===== config.mk =====
export PLATFORM = sky130hd
export DESIGN_NAME = exe_stage
export DESIGN_NICKNAME = d
export VERILOG_FILES = /design/src/rtl/exe_stage.sv
export SDC_FILE = /design/constraint.sdc
export NUM_CORES = 1
export LEC_CHECK = 0
export BUFFER_PORTS_ARGS = -buffer_cell sky130_fd_sc_hd__buf_4
export CAP_MARGIN = 25
export CELL_PAD_IN_SITES_DETAIL_PLACEMENT = 0
export CELL_PAD_IN_SITES_GLOBAL_PLACEMENT = 2
export CORE_ASPECT_RATIO = 1.4
export CORE_UTILIZATION = 37
export DETAILED_ROUTE_END_ITERATION = 8
export GPL_TIMING_DRIVEN = 0
export PLACE_DENSITY = 0.95
export SLEW_MARGIN = 20
export SYNTH_ARGS = -nofsm -noshare
export SYNTH_HDL_FRONTEND = slang
export SYNTH_SLANG_ARGS = --single-unit

===== constraint.sdc =====
create_clock -name clk -period 7.05 [get_ports clk]
set_input_delay 0.3525 -clock clk [delete_from_list [all_inputs] [get_ports clk]]
set_output_delay 0.3525 -clock clk [all_outputs]
set_load 0.02 [all_outputs]

===== src/rtl/exe_stage.sv =====
// Execute stage: holds the decode bundle, evaluates the ALU,
// issues data-SRAM requests and forwards results to memory.
// Ports:
//   clk, reset (async active-low)
//   dec_to_exe_valid/bus, exe_allowin : decode-side handshake
//   mem_allowin, exe_to_mem_valid/bus : memory-side handshake
//   gr_we_exe, dest_exe               : hazard info to decode
//   data_sram_*                       : data SRAM request
module exe_stage #(
   parameter int DEC_TO_EXE_BUS_WD = 154,
   parameter int EXE_TO_MEM_BUS_WD = 71
) (
   input  logic                         clk,
   input  logic                         reset,
   input  logic                         dec_to_exe_valid,
   input  logic [DEC_TO_EXE_BUS_WD-1:0] dec_to_exe_bus,
   output logic                         exe_allowin,
   input  logic                         mem_allowin,
   output logic                         exe_to_mem_valid,
   output logic [EXE_TO_MEM_BUS_WD-1:0] exe_to_mem_bus,
   output logic                         gr_we_exe,
   output logic [4:0]                   dest_exe,
   output logic                         data_sram_en,
   output logic [3:0]                   data_sram_we,
   output logic [31:0]                  data_sram_addr,
   output logic [31:0]                  data_sram_wdata
);

   logic                         valid_q, valid_d;
   logic [DEC_TO_EXE_BUS_WD-1:0] bus_q, bus_d;
   logic                         ready_go;

   logic        inst_ld_w, inst_lu12i_w, inst_st_w;
   logic [11:0] alu_op;
   logic        load_op, src1_is_pc, src2_is_imm, src2_is_4;
   logic        gr_we, mem_we;
   logic [4:0]  dest;
   logic [31:0] imm, rj_value, rkd_value, pc;
   logic [31:0] src1, src2, alu_result;
   logic [4:0]  sh;
   logic        unused_ok;

   assign {inst_ld_w, inst_lu12i_w, inst_st_w, alu_op,
           load_op, src1_is_pc, src2_is_imm, src2_is_4,
           gr_we, mem_we, dest, imm, rj_value,
           rkd_value, pc} = bus_q;

   // Opcode flags are already folded into alu_op/load_op.
   assign unused_ok = ^{inst_ld_w, inst_lu12i_w,
                        inst_st_w, src2_is_4};

   assign ready_go         = 1'b1;
   assign exe_allowin      = !valid_q
                           | (ready_go & mem_allowin);
   assign exe_to_mem_valid = valid_q & ready_go;

   always_comb begin
      valid_d = valid_q;
      bus_d   = bus_q;
      if (exe_allowin) begin
         valid_d = dec_to_exe_valid;
      end
      if (dec_to_exe_valid & exe_allowin) begin
         bus_d = dec_to_exe_bus;
      end
   end

   always_ff @(posedge clk or negedge reset) begin
      if (!reset) begin
         valid_q <= 1'b0;
         bus_q   <= '0;
      end else begin
         valid_q <= valid_d;
         bus_q   <= bus_d;
      end
   end

   assign src1 = src1_is_pc  ? pc  : rj_value;
   assign src2 = src2_is_imm ? imm : rkd_value;
   assign sh   = src2[4:0];

   // One-hot select as an OR of gated results.
   always_comb begin
      alu_result = '0;
      if (alu_op[0])
         alu_result = alu_result | (src1 + src2);
      if (alu_op[1])
         alu_result = alu_result | (src1 - src2);
      if (alu_op[2])
         alu_result = alu_result
            | {31'b0, $signed(src1) < $signed(src2)};
      if (alu_op[3])
         alu_result = alu_result | {31'b0, src1 < src2};
      if (alu_op[4])
         alu_result = alu_result | (src1 & src2);
      if (alu_op[5])
         alu_result = alu_result | ~(src1 | src2);
      if (alu_op[6])
         alu_result = alu_result | (src1 | src2);
      if (alu_op[7])
         alu_result = alu_result | (src1 ^ src2);
      if (alu_op[8])
         alu_result = alu_result | (src1 << sh);
      if (alu_op[9])
         alu_result = alu_result | (src1 >> sh);
      if (alu_op[10])
         alu_result = alu_result
            | 32'($signed(src1) >>> sh);
      if (alu_op[11])
         alu_result = alu_result | src2;
   end

   assign gr_we_exe = valid_q & gr_we;
   assign dest_exe  = dest;

   assign exe_to_mem_bus = {load_op, gr_we, dest,
                            alu_result, pc};

   assign data_sram_en    = valid_q & mem_allowin
                          & (load_op | mem_we);
   assign data_sram_we    = {4{valid_q & mem_we
                               & mem_allowin}};
   assign data_sram_addr  = alu_result;
   assign data_sram_wdata = rkd_value;

endmodule

# Word-level counts from Yosys, hierarchy flattened
# Cells that the tools add are included.
# totals
regBits	152
inputBits	158
out_inout_bits	148
word_cells	47
# op_classes
n_addsub	2
order_cmp	2
n_shift	3
muxes	14
bitwise_logic	23
n_reduce_logical	1
# op_table
cell	n
two-way mux 32 bit	14
bitwise OR 32 bit	10
< comparator 32 bit	2
bitwise OR 32 x 1 -> 32 bit	2
adder 32 bit	1
AND 32 bit	1
NOT 32 bit	1
left shift 32 x 5 -> 32 bit	1
>> shifter 32 x 5 -> 32 bit	1
>>> shifter 32 x 5 -> 32 bit	1
subtractor 32 bit	1
XOR 32 bit	1
AND 1 bit	6
bitwise OR 1 bit	2
zero test 1 bit	1

# Longest topological paths before layout
# logic_depth
ltp_word	25
depth_mapped	18
ltp_nobuf	13

# Worst setup path before layout
# OpenSTA, ideal clock, no wires.
# synth_path
path_type	reg2out
from	register bus_q[136]
to	output port exe_to_mem_bus[58]
arrival_time_ns	4.980
required_ns	6.698
slack_ns	1.717
path_stages_with_launch	19
path_buffers	7
path_cell_list	dfrtp_1 buf_6 mux2i_1 clkbuf_1 clkbuf_1 clkbuf_1 buf_1 ha_1 clkbuf_1 or3_1 o211ai_1 nor4_1 nor4b_2 nor4b_1 nor2_1 a31oi_1 o221a_2 o21ai_0 buf_4
# synth_between
elab_chain_cells	25
elab_cells_between_ends	33
cone_classes	add/sub (2); shift (3); mux (13); bitwise (15)
# synth_rtl
element	line	rtl
start: declaration	30	logic [DEC_TO_EXE_BUS_WD-1:0] bus_q, bus_d;
start signal: assignment	74	bus_q <= bus_d;
two-way mux 32 bit *	79	assign src2 = src2_is_imm ? imm : rkd_value;
adder 32 bit	86	alu_result = alu_result | (src1 + src2);
two-way mux 32 bit	85	if (alu_op[0])
bitwise OR 32 bit	88	alu_result = alu_result | (src1 - src2);
two-way mux 32 bit	87	if (alu_op[1])
bitwise OR 32 x 1 -> 32 bit	91	| {31'b0, $signed(src1) < $signed(src2)};
two-way mux 32 bit	89	if (alu_op[2])
bitwise OR 32 x 1 -> 32 bit	93	alu_result = alu_result | {31'b0, src1 < src2};
[9 not listed]	n/a	
bitwise OR 32 bit	103	alu_result = alu_result | (src1 << sh);
two-way mux 32 bit	102	if (alu_op[8])
bitwise OR 32 bit	105	alu_result = alu_result | (src1 >> sh);
two-way mux 32 bit	104	if (alu_op[9])
bitwise OR 32 bit	108	| 32'($signed(src1) >>> sh);
two-way mux 32 bit	106	if (alu_op[10])
bitwise OR 32 bit	110	alu_result = alu_result | src2;
two-way mux 32 bit *	109	if (alu_op[11])
end: declaration	20	output logic [EXE_TO_MEM_BUS_WD-1:0] exe_to_mem_bus,
# Mark *: on every way between the ends. The rest lies on a longest branch, timed or not.

# Worst setup path in the final report
# layout_path
from	register bus_q[136]
to	output port exe_to_mem_bus[61]
# Same word-level chain as after synthesis.

==> flow_metrics.py <==
metrics = {
    "sta": {
        "fin_crit_sh_pct": 99.5,
        "fmax_mhz": 143,
        "finalSetupTns_ps": 0,
        "relSlewSlack_pct": 23.4,
        "fin_hold_ws_ps": 74.3,
        "hold_viol_final": 0,
        "tightest_slew_ps": 1120,
        "drv_slew": 0,
        "finalClockSkew_ps": 9.03,
        "finalCriticalPeriod_ps": 7020,
        "setup_violations": 0,
        "rsz0062_at_grt": "no",
    },
    "placement": {
        "port_buffers": 301,
        "place_area_um2": 18800,
        "dp.cells": 2664,
        "place.gp.congestion": 1.06,
        "dpl.hpwl_um": 68500,
    },
    "layout": {
        "nets": 2395,
        "syn2layout_area_growth_pct": 23.2,
        "antenna_cells": 0,
        "stdcell_count": 2697,
        "design_area_um2": 19400,
        "layout-drive-gt1-share_pct": 32.8,
    },
    "power_and_ir_drop": {
        "peakVddDrop_v": 0.000199,
        "leakage_nw": 8.84,
        "powerDensity_nw_per_um2": 362,
    },
    "clock_tree": {
        "clkTransAtPathRegs_ps": 70,
        "cts_root_buf": "clkbuf_16",
        "clock-sinks": 151,
        "ctsLongestPathBuffers": 2,
        "cts_made_buffers": 17,
        "h-tree-depth": 4,
        "cts_tree": "yes",
        "clock_latency_ps": 480,
    },
    "critical_path": {
        "critPathLaunchType": "flip-flop",
        "r2r_cells": 5,
        "worstSetupEndpointType": "output port",
        "criticalPathCategory": "flip-flop to output port",
        "critPathArrivalTime_ps": 6660,
        "critPathRequiredTime_ps": 6700,
        "crit_fanout": 11,
    },
    "synth": {
        "syn_area_per_cell_um2": 8.69,
        "ys_warn_count": 0,
        "ys_ff_latch": 151,
        "synth_edf_count": 0,
        "synthesis.area_um2": 15800,
        "syn-num-nets": 2072,
        "yosys.area.top_type_share_pct": 24.0,
        "synth.most_common_cell": "mux2_2",
        "synthesis.instances": 1815,
        "ys_top_cells_by_area": "dfrtp_1 (24%), mux2_2 (14%), mux2i_1 (9.1%)",
        "synth_commonest_cells": "mux2_2 (199), dfrtp_1 (151), mux2i_1 (143), nand2_1 (143), nor2_1 (125)",
        "async_flop_share_pct": 100,
        "yosys.area.top_type": "dfrtp_1",
        "yosysSeqAreaShare_pct": 24.0,
        "synth_ff_type": "dfrtp_1",
        "synth_cell_type_count": 80,
    },
    "floorplan": {
        "start_util_pct": 37.5,
        "coreArea_um2": 42100,
        "dieArea_um2": 43500,
        "die_width_um": 177,
        "rows": 89,
        "die_h_um": 246,
        "ios": 306,
    },
    "drt": {
        "ant_nets": 0,
        "route.detailed.drc": 0,
        "num_vias": 16400,
        "drt_iter0_markers": 1381,
        "wl_per_cell_um": 30.9,
        "first_pass_iters": 5,
        "via_per_inst": 6.08,
        "wirelength_um": 83400,
    },
    "global_routing": {
        "met1_usage_pct": 43.8,
        "grt_max_degree": 78,
        "met2_usage_pct": 63.6,
        "grt_util_all_layers_pct": 38.3,
        "antenna_found_initial": 0,
        "grt_pass1_vias": 16400,
        "use_met3_pct": 6.56,
        "grt-busiest-layer": "met2",
        "grt_pass1_wl_um": 117000,
        "grt-ovfl-total": 0,
    },
    "hold_path": {
        "worstHoldPathCells": 2,
        "hp-class": "primary input to flip-flop",
    },
    "run": {
        "maxCapViolations": 0,
    },
    "outcome": {
        "status": "finished clean",
    },
}
[final timing paths]
path,endpoint,from,slack [ps]
max,exe_to_mem_bus[61],bus_q[136],30
min,exe_to_mem_valid,dec_to_exe_valid,70
max reg2reg,bus_q[33],exe_to_mem_valid,4150
min reg2reg,bus_q[90],bus_q[90],500
max in group asynchronous,bus_q[101],reset,5830
min in group asynchronous,bus_q[139],reset,410
[critical path, cell delays in order (launching register included)]
cell and delay, ps:
dfrtp_1 350, buf_6 210, mux2i_4 430, buf_2 390
buf_4 290, buf_2 340, buf_2 430, ha_1 340
or2_2 330, a221oi_1 420, a21oi_1 230, a21oi_1 400
o21ai_1 330, o2111a_1 370, o31ai_1 500, xor2_1 210
o2111ai_1 200, buf_4 240, buf_4 150
[placed cells by master, fill, tap and decap left out, types with 15 or more instances in the layout]
master / instances
mux2i_1: 141
xnor2_1: 28
nand2_1: 143
a22oi_1: 28
a31oi_1: 15
nor2_1: 125
o21ai_0: 57
inv_1: 92
a211oi_1: 20
mux2_2: 199
a221oi_1: 33
nand3_1: 23
clkbuf_16: 17
o211ai_1: 23
nor3_1: 23
a21oi_1: 124
clkbuf_1: 82
buf_4: 416
ha_1: 97
o21ai_1: 15
dfrtp_1: 151
o221ai_1: 18
nand4_1: 16
[metrics by stage]
step | total power [mW] | utilization, % | worst slack [ps]
2_1_floorplan | 4.06 | - | 1720
3_5_place_dp | 5.90 | 44.6 | -343
5_1_grt | 7.31 | 46.2 | 19.0
3_3_place_gp | 5.91 | 44.5 | -521
6_report | 7.03 | 46.2 | 32.8
4_1_cts | 6.91 | 46.1 | 53.7
[metal layers]
metal / part of all wire [%] / wire length (um)
met5: 0 / 0
met4: 8.0 / 6660
met3: 6.2 / 5150
met2: 48 / 39900
met1: 38 / 31700
[what timing repair did]
item | in CTS | in global routing
buffers inserted | 0 | 0
pin swaps | 0 | 0
hold buffers | 1 | 0
setup endpoints to repair | 38 | 9
endpoints found under the hold margin | 76 | 0
gates resized for setup | 4 | 10
[where the power goes]
part	leakage (nW)	switching (mW)	internal, mW	total (mW)
combinational	6.78	3.22	1.73	4.96
clock	0.299	0.494	0.485	0.980
sequential	1.77	0.102	0.993	1.10
[sequential cells by signal, indices dropped and copies added (netlist names)]
name	cells
bus_q	150
exe_to_mem_valid	1
[final cells by class]
class,count,area [um^2]
fillers,4205,22700
multi-input cells,1329,10200
flip-flops and latches,151,3780
repair buffers,305,2330
plain buffers,235,1400
well taps,546,683
clock buffers,17,425
inverters,99,374
clock inverters,15,191
[cell families after synthesis]
| group | count (synthesis) | share of synthesized area [%] |
|---|---|---|
| mux | 351 | 24.4 |
| fa+ha+maj | 99 | 7.95 |
| simple gates | 388 | 10.9 |
| buf+inv | 335 | 11.2 |
| compound gates | 455 | 19.6 |
| xor+xnor | 36 | 2.00 |
| flops | 151 | 24.0 |
(Power assumes the default switching activity.)
